`src/rtl/uart_cmd_fifo_if.sv`:
```
// Bus between the UART command FIFO and its user: the receiver byte/valid
// pair, the CPU consume request and flush, and the FIFO status/data outputs.
interface uart_cmd_fifo_if #(
    parameter int DEPTH = 8
) ();
    localparam int CNT_W = $clog2(DEPTH) + 1;

    logic [7:0]       rx_data;
    logic             rx_valid;
    logic             pop_req;
    logic             clr;
    logic [31:0]      rd_data;
    logic             empty;
    logic             full;
    logic [CNT_W-1:0] count;
    logic             overflow;
    logic [3:0]       last_cmd;

    // Side that feeds bytes and consumes entries (receiver + CPU).
    modport master (
        output rx_data, rx_valid, pop_req, clr,
        input  rd_data, empty, full, count, overflow, last_cmd
    );

    // The FIFO itself.
    modport slave (
        input  rx_data, rx_valid, pop_req, clr,
        output rd_data, empty, full, count, overflow, last_cmd
    );
endinterface

```
`src/rtl/uart_cmd_fifo.sv`:
```
// UART command FIFO: turns the receiver's level valid into one push per
// byte, optionally keeps only the U/D/L/R command bytes, queues them and
// hands them to the CPU one entry per rising edge of pop_req. Also keeps a
// one-hot indicator of the last queued command for the LEDs.
module uart_cmd_fifo #(
    parameter int DEPTH  = 8,
    parameter int FILTER = 1
) (
    input  logic           clk,
    input  logic           rst,
    uart_cmd_fifo_if.slave bus
);
    localparam int PTR_W = $clog2(DEPTH);
    localparam int CNT_W = PTR_W + 1;
    localparam logic [CNT_W-1:0] FULL_COUNT = CNT_W'(DEPTH);
    // Command bytes, slot gi maps to last_cmd bit gi: U, D, L, R.
    localparam logic [31:0] CMD_BYTES = {8'h52, 8'h4C, 8'h44, 8'h55};

    logic             prev_valid_reg;
    logic             prev_pop_reg;
    logic [PTR_W-1:0] wptr_reg, wptr_next;
    logic [PTR_W-1:0] rptr_reg, rptr_next;
    logic [CNT_W-1:0] count_reg, count_next;
    logic             overflow_reg, overflow_next;
    logic [3:0]       last_cmd_reg, last_cmd_next;
    logic [7:0]       mem [DEPTH];

    logic [3:0] cmd_hit;
    logic       byte_ok;
    logic       push_evt;
    logic       pop_evt;
    logic       push_ok;
    logic       do_write;
    logic       drop;
    logic       empty_w;
    logic       full_w;

    // One comparator per command byte; the hit vector doubles as the
    // one-hot LED code, so a non-command byte (FILTER=0) decodes to 0000.
    genvar gi;
    generate
        for (gi = 0; gi < 4; gi++) begin : g_cmd
            assign cmd_hit[gi] = (bus.rx_data == CMD_BYTES[gi*8 +: 8]);
        end
    endgenerate

    assign byte_ok  = (FILTER == 0) ? 1'b1 : (|cmd_hit);

    assign empty_w  = (count_reg == '0);
    assign full_w   = (count_reg == FULL_COUNT);

    assign push_evt = bus.rx_valid & ~prev_valid_reg;
    // A consume edge while empty is simply lost; nothing remembers it.
    assign pop_evt  = bus.pop_req & ~prev_pop_reg & ~empty_w;
    assign push_ok  = push_evt & byte_ok;
    // When full, a push is still taken if the head leaves in the same cycle.
    assign do_write = push_ok & (~full_w | pop_evt);
    assign drop     = push_ok & full_w & ~pop_evt;

    // Edge-detect history; deliberately not cleared by clr so a level held
    // across a flush does not look like a fresh event.
    always_ff @(posedge clk) begin
        if (rst) begin
            prev_valid_reg <= 1'b0;
            prev_pop_reg   <= 1'b0;
        end else begin
            prev_valid_reg <= bus.rx_valid;
            prev_pop_reg   <= bus.pop_req;
        end
    end

    // Next-state for pointers, occupancy and the sticky/indicator flags.
    always_comb begin
        wptr_next     = wptr_reg;
        rptr_next     = rptr_reg;
        count_next    = count_reg;
        overflow_next = overflow_reg;
        last_cmd_next = last_cmd_reg;
        if (bus.clr) begin
            wptr_next     = '0;
            rptr_next     = '0;
            count_next    = '0;
            overflow_next = 1'b0;
            last_cmd_next = 4'b0000;
        end else begin
            if (do_write) begin
                wptr_next     = wptr_reg + PTR_W'(1);
                last_cmd_next = cmd_hit;
            end
            if (pop_evt) begin
                rptr_next = rptr_reg + PTR_W'(1);
            end
            if (drop) begin
                overflow_next = 1'b1;
            end
            case ({do_write, pop_evt})
                2'b10:   count_next = count_reg + CNT_W'(1);
                2'b01:   count_next = count_reg - CNT_W'(1);
                default: count_next = count_reg;
            endcase
        end
    end

    // Control state register.
    always_ff @(posedge clk) begin
        if (rst) begin
            wptr_reg     <= '0;
            rptr_reg     <= '0;
            count_reg    <= '0;
            overflow_reg <= 1'b0;
            last_cmd_reg <= 4'b0000;
        end else begin
            wptr_reg     <= wptr_next;
            rptr_reg     <= rptr_next;
            count_reg    <= count_next;
            overflow_reg <= overflow_next;
            last_cmd_reg <= last_cmd_next;
        end
    end

    // Byte storage; contents need no reset since count gates visibility.
    always_ff @(posedge clk) begin
        if (!rst && !bus.clr && do_write) begin
            mem[wptr_reg] <= bus.rx_data;
        end
    end

    assign bus.rd_data  = empty_w ? 32'h0 : {24'h0, mem[rptr_reg]};
    assign bus.empty    = empty_w;
    assign bus.full     = full_w;
    assign bus.count    = count_reg;
    assign bus.overflow = overflow_reg;
    assign bus.last_cmd = last_cmd_reg;
endmodule

```
`src/flat_wrapper.sv`:
```
// flat-port wrapper written by rule: the top's interface ports become plain ports
module uart_cmd_fifo_flat 
#(
    parameter int DEPTH  = 8,
    parameter int FILTER = 1
)
  (clk, rst, bus_rx_data, bus_rx_valid, bus_pop_req, bus_clr, bus_rd_data, bus_empty, bus_full, bus_count, bus_overflow, bus_last_cmd);
  uart_cmd_fifo_if #(.DEPTH(DEPTH)) bus_i ();
  input  logic clk;
  input  logic rst;
  input wire logic [$bits(bus_i.rx_data)-1:0] bus_rx_data;
  input wire logic [$bits(bus_i.rx_valid)-1:0] bus_rx_valid;
  input wire logic [$bits(bus_i.pop_req)-1:0] bus_pop_req;
  input wire logic [$bits(bus_i.clr)-1:0] bus_clr;
  output wire logic [$bits(bus_i.rd_data)-1:0] bus_rd_data;
  output wire logic [$bits(bus_i.empty)-1:0] bus_empty;
  output wire logic [$bits(bus_i.full)-1:0] bus_full;
  output wire logic [$bits(bus_i.count)-1:0] bus_count;
  output wire logic [$bits(bus_i.overflow)-1:0] bus_overflow;
  output wire logic [$bits(bus_i.last_cmd)-1:0] bus_last_cmd;
  assign bus_i.rx_data = bus_rx_data;
  assign bus_i.rx_valid = bus_rx_valid;
  assign bus_i.pop_req = bus_pop_req;
  assign bus_i.clr = bus_clr;
  assign bus_rd_data = bus_i.rd_data;
  assign bus_empty = bus_i.empty;
  assign bus_full = bus_i.full;
  assign bus_count = bus_i.count;
  assign bus_overflow = bus_i.overflow;
  assign bus_last_cmd = bus_i.last_cmd;
  uart_cmd_fifo #(.DEPTH(DEPTH), .FILTER(FILTER)) u_core (.clk(clk), .rst(rst), .bus(bus_i));
endmodule
```
`config.mk`:
```
export PLATFORM = sky130hd
export DESIGN_NAME = uart_cmd_fifo_flat
export DESIGN_NICKNAME = d
export VERILOG_FILES = /design/src/rtl/uart_cmd_fifo_if.sv /design/src/rtl/uart_cmd_fifo.sv /design/src/flat_wrapper.sv
export SDC_FILE = /design/constraint.sdc
export NUM_CORES = 1
export LEC_CHECK = 0
export ABC_AREA = 1
export BUFFER_PORTS_ARGS = -buffer_cell sky130_fd_sc_hd__buf_2
export CAP_MARGIN = 10
export CORE_AREA = 2 2 91 128
export CTS_CLUSTER_SIZE = 30
export DETAILED_ROUTE_END_ITERATION = 10
export DIE_AREA = 0 0 93 130
export MAX_ROUTING_LAYER = met4
export PLACE_DENSITY = 0.56
export SKIP_CTS_REPAIR_TIMING = 1
export SKIP_LAST_GASP = 1
export SLEW_MARGIN = 20
export SYNTH_ARGS = -nofsm -noshare
export SYNTH_HDL_FRONTEND = slang
export SYNTH_SLANG_ARGS = --single-unit
```
`constraint.sdc`:
```
create_clock -name clk -period 2.7 [get_ports clk]
set_input_delay 0.135 -clock clk [delete_from_list [all_inputs] [get_ports clk]]
set_output_delay 0.135 -clock clk [all_outputs]
set_load 0.01 [all_outputs]
```
Word-level counts from Yosys, hierarchy flattened
Memories as Yosys holds them, arrays and structs flattened. A register that Yosys moved wholly into a read port is not among the register bits. Cells that the tools add are included.

Flip-flop bits (word level): 17. Memory bits (writable): 64. Word-level logic and storage cells: 46. Memories: 1.

Memory list: u_core.mem (depth 8, width 8, read ports 1, clocked after memory_dff 1, write ports 1, line uart_cmd_fifo.sv:26) `logic [7:0] mem [DEPTH];`.

Add/sub/neg operators: 4. Eq/ne operators: 7. Multiplexer cells: 6. Bitwise logic cells: 13. Reductions and logical operators: 8.

Operator list (count): 8-bit by 7-bit == test with 1-bit output (second input constant) (4); 8-bit 2-to-1 mux (1); 4-bit one-hot mux with 2 select lines (1); 1-bit bitwise AND (7); 3-bit by 1-bit adder with 3-bit output (second input constant) (2); 3-bit 2-to-1 mux (2); 1-bit inverter (5); 4-bit by 1-bit adder with 4-bit output (second input constant) (1); 4-bit == test (second input constant) (1); 4-bit zero test (1); 4-bit OR reduction (1); 4-bit by 1-bit subtractor with 4-bit output (second input constant) (1); 2-bit by 1-bit == test with 1-bit output (second input constant) (1); 2-bit == test (second input constant) (1); 1-bit logical AND (2); 1-bit zero test (2); 1-bit 2-to-1 mux (2); 2-bit nonzero test (1); 2-bit OR reduction (1); 1-bit bitwise OR (1).

Logic depth before layout (Yosys ltp)
Depth after elaboration: 8. Mapped depth: 19. Depth with buffers taken out: 18.

Worst setup path before layout
OpenSTA, ideal clock, no wires.

Path kind: flip-flop to flip-flop. Start: register u_core.count_reg[1], in the netlist u_core.bus.count[1]. End: register u_core.count_reg[3], in the netlist u_core.bus.count[3]. Setup time: 0.113 ns. Arrival: 2.096 ns. Slack: 0.491 ns. Stages on the path, launching flop included: 17. Path buffers: 1. Period minus slack after synthesis: 2.209 ns. Cells stage by stage: dfxtp_1 > nor2_1 > nand3_1 > inv_1 > nand2_1 > nand3_4 > buf_6 > ha_1 > ha_1 > nand2_1 > inv_1 > o21ai_0 > nand2_1 > nand2_1 > nand3_1 > nor2_1 > nor2_1.

Elaborated cells between the ends (all ways): 13. Classes of those cells: add/sub: 2; eq/ne: 3; mux: 1; bitwise: 5; reduce/logical: 2.

RTL lines: start, declared (line uart_cmd_fifo.sv:23) `logic [CNT_W-1:0] count_reg, count_next;`; start signal, assigned (line uart_cmd_fifo.sv:115) `count_reg <= count_next;`; 4-bit == test (*) (line uart_cmd_fifo.sv:50) `assign full_w = (count_reg == FULL_COUNT);`; via bus_full (line flat_wrapper.sv:17) `output wire logic [$bits(bus_i.full)-1:0] bus_full;`; 1-bit inverter (*) (line uart_cmd_fifo.sv:57) `assign do_write = push_ok & (~full_w | pop_evt);`; 1-bit bitwise OR (*) (line uart_cmd_fifo.sv:57); 1-bit bitwise AND (*) (line uart_cmd_fifo.sv:57); 2-bit by 1-bit == test with 1-bit output / 2-bit == test (equally long branches) (line uart_cmd_fifo.sv:96) `case ({do_write, pop_evt})`; 4-bit one-hot mux with 2 select lines / 2-bit nonzero test (equally long branches).

Mark *: on every way through the listed nets, which the timed path passes. The rest lies on a longest branch. A chain may end at the register's enable or synchronous reset.

Final worst setup path
Start: register u_core.count_reg[1], in the netlist u_core.bus.count[1]. End: register u_core.count_reg[3], in the netlist u_core.bus.count[3].

Longest elaborated chain between the ends: 7. Elaborated cells between the ends (all ways): 13. Classes of those cells: add/sub: 2; eq/ne: 3; mux: 1; bitwise: 5; reduce/logical: 2.

RTL lines: 4-bit zero test (line uart_cmd_fifo.sv:49) `assign empty_w = (count_reg == '0);`; 1-bit inverter (line uart_cmd_fifo.sv:54) `assign pop_evt = bus.pop_req & ~prev_pop_reg & ~empty_w;`; 1-bit bitwise AND (line uart_cmd_fifo.sv:54); 1-bit bitwise OR (line uart_cmd_fifo.sv:57); 1-bit bitwise AND (line uart_cmd_fifo.sv:57); 2-bit by 1-bit == test with 1-bit output / 2-bit == test (equally long branches) (line uart_cmd_fifo.sv:96); 4-bit one-hot mux with 2 select lines / 2-bit nonzero test (equally long branches).

Several ways; a longest one is shown, not always the timed one.

==> results.txt <==
H-tree levels -> 3
Crit Path Class -> reg -> reg
#FFs+latches synth -> 84
Multi-input logic area -> 0.00115 mm2
Initial antenna violation count -> 0
Setup_tns -> 0 ns
Clock Sinks -> 84
IO Count -> 56
Fraction of layout cells with a size suffix above 1 -> 16.3%
Max reg flops -> 64
Max_slew headroom -> 64.5%
Synth area leaders -> edfxtp_1, dfxtp_1, nor2_1
Pleak -> 1.77 nW
Clock share of power -> 46.9%
Hold_ws -> 0.0110 ns
CP Capture Type -> register
DRT antenna net count -> 0
Sw frac -> 19.7%
Worst-path clk slew -> 0.06 ns
Die W -> 93 um
DP Area -> 0.00406 mm2
Core area -> 0.0111 mm2
Worst path slowest cell -> dfxtp_1
Detailed Route WL -> 7870 um
CP max FO -> 5
Setup slack at placement -> 0.368 ns
Post-synth top area cell -> edfxtp_1
Clock Tree Buf Depth -> 2
Power Dens Cells -> 627 mW/mm2
Worst-margin pin slew -> 0.531 ns
Vias in the first global route -> 2484
Vert. Die Dim -> 130 um
Critical Path Most Common Cell -> nand2_1
Num rows -> 46
Clk_skew -> 0.00696 ns
Yosys cell types -> 25
1st-pass router iterations -> 4
Switching power -> 0.000542 W
Post-synthesis sequential area ratio -> 61.5%
Final Critical Period -> 2.18 ns
Max Clock Freq -> 0.459 GHz
Fin. Hold Viols -> 0
Largest net degree at the start of global routing -> 33
Max-cap violation count -> 0
Yosys warning total -> 0
CP Data Arrival Time -> 2.41 ns
Top-area cell type share of the netlist area -> 50.9%
Cell area after layout -> 0.00439 mm2
Mapped Area -> 0.00378 mm2
Synthesized instance count -> 381
Startpoint Class -> register
Drt drc -> 0
Final GP Congestion -> 0.812
Root buffer cell -> clkbuf_16
Initial Util -> 34.2%
DR vias/cell -> 4.53
Initial DRC Count -> 122
First-pass GRT wire length -> 12600 um
Nets -> 444
Register area -> 0.00232 mm2
Remaining global-route overflow -> 0
Logic pwr share -> 2.6%
# setup viols final -> 0
Fillcell total -> 1101
Wire per inst -> 13.7 um
Max incr delay on CP -> 0.41 ns
Critical Path RT -> 2.94 ns
Reg power frac -> 50.5%
Die ar. -> 0.0121 mm2
Internal power -> 0.00221 W
Synth-to-Final Area Change -> 16.2%
Worst setup margin -> 0.523 ns
PortBufs -> 31
Cts bufs inserted -> 9
Synth Area per Inst -> 9.91 um2
Peak VDD IR -> 0.000346 V
Global Route Usage Sum -> 14.4%
Pwr Total -> 0.00275 W
CTS tree -> built
Detail Placement HPWL -> 5310 um
Skew-Pair Late Insertion Delay -> 0.34 ns
Ant diodes -> 0
Via count -> 2602
Status -> complete, no violations
Count of pins over their slew limit -> 0
Unrepaired setup endpoints after global routing -> false
Worst path cell trace -> nor2_1 -> nand3_1 -> inv_1 -> nand2_1 -> nand3_4 -> ha_1 -> ha_1 -> nand2_1 -> inv_1 -> o21ai_0 -> nand2_1 -> nand2_1 -> nand3_1 -> nor2_1 -> nor2_1
Fin crit share -> 80.6%
Worst hold path type -> in -> reg
area by class of cell:
class	count	area share [%]
Clock buffer	9	5.13
Clock inverter	7	2.08
Inverter	37	3.16
Multi-Input combinational cell	246	26.3
Sequential cell	84	52.9
Tap cell	144	4.10
Timing Repair Buffer	47	6.33
through the flow:
step | utilization [%] | std cells
2_1_floorplan | - | 404
3_5_place_dp | 36.8 | 557
4_1_cts | 39.6 | 573
3_3_place_gp | 36.8 | 557
5_1_grt | 39.7 | 574
6_report | 39.7 | 574
cells in the mapped netlist:
library cell and n:
inv_1 36, inv_2 1, nor2_1 94, a21oi_1 7, xnor2_1 1, nand2_1 32
nor3_2 4, fa_1 1, buf_4 24, ha_1 5, buf_6 1, dfxtp_1 20
edfxtp_1 64, a31oi_1 8, nand3_4 1, conb_1 1, nand3_1 10, nor2_2 2
o21ai_0 49, clkbuf_2 1, nand2_4 1, o21ai_1 5, nand4_1 2, clkbuf_1 2
buf_2 9
power groups by stage:
stage	Sequential, W	Clock, W	Combinational [W]
after floorplan	0.00142	0	0.0000640
after CTS	0.00139	0.00132	0.0000709
after detailed placement	0.00142	0	0.0000707
final	0.00139	0.00129	0.0000717
after global placement	0.00142	0	0.0000692
after global routing	0.00139	0.00137	0.0000837
cell families (layout without fill, tap and decap cells):
logic type               after synthesis  count (layout)  synth area share [%]
AO/OA/AOI/OAI                         69              69                  9.41
other                                  1              24                0.0993
buffers and inverters                 74             100                  10.3
adder cells (fa/ha/maj)                6               6                  2.19
AND/OR/NAND/NOR                      146             146                  16.3
XOR/XNOR                               1               1                 0.232
flip-flops                            84              84                  61.5
final timing paths:
| path | cells after the start | end | from | slack (ns) |
|---|---|---|---|---|
| worst max register to register | 15 | u_core.bus.count[3]$_SDFFE_PP0P_ | u_core.bus.count[1]$_SDFFE_PP0P_ | 0.52 |
| worst min-delay path | 3 | u_core.prev_pop_reg$_SDFF_PP0_ | bus_pop_req | 0.01 |
| worst min register to register | 2 | u_core.bus.overflow$_SDFFE_PP0P_ | u_core.bus.overflow$_SDFFE_PP0P_ | 0.45 |
| worst max-delay path | 15 | u_core.bus.count[3]$_SDFFE_PP0P_ | u_core.bus.count[1]$_SDFFE_PP0P_ | 0.52 |
worst max-delay path: cells and delay by family (launching register included):
| kind | cells | cell delay, ns |
|---|---|---|
| AOI/OAI and AO/OA | 1 | 0.21 |
| adders and majority gates | 2 | 0.54 |
| buffers and inverters | 2 | 0.10 |
| DFF | 1 | 0.41 |
| and+or+nand+nor | 10 | 0.81 |
cell usage in the layout, fill, tap and decap left out, drive strengths merged:
master        n
a21oi         7
nand4         2
o21ai        54
buf          46
nand3        11
clkinv        4
fa            1
nor3          4
clkbuf        9
nor2         96
xnor2         1
clkinvlp      1
dfxtp        20
ha            5
dlygate4sd3   1
nand2        33
bufinv        2
edfxtp       64
inv          37
conb         24
a31oi         8
layer usage:
layer	part of all wire, %	GRT usage (%)	routed length (um)	vias to the layer above
met3	4.9	3.06	384	16
met2	50	24.3	3940	77
met1	41	16.0	3260	1201
met5	0	-	0	-
li1	-	-	-	1308
met4	3.5	7.27	278	0
No activity file was read; power rests on OpenSTA's default activity.
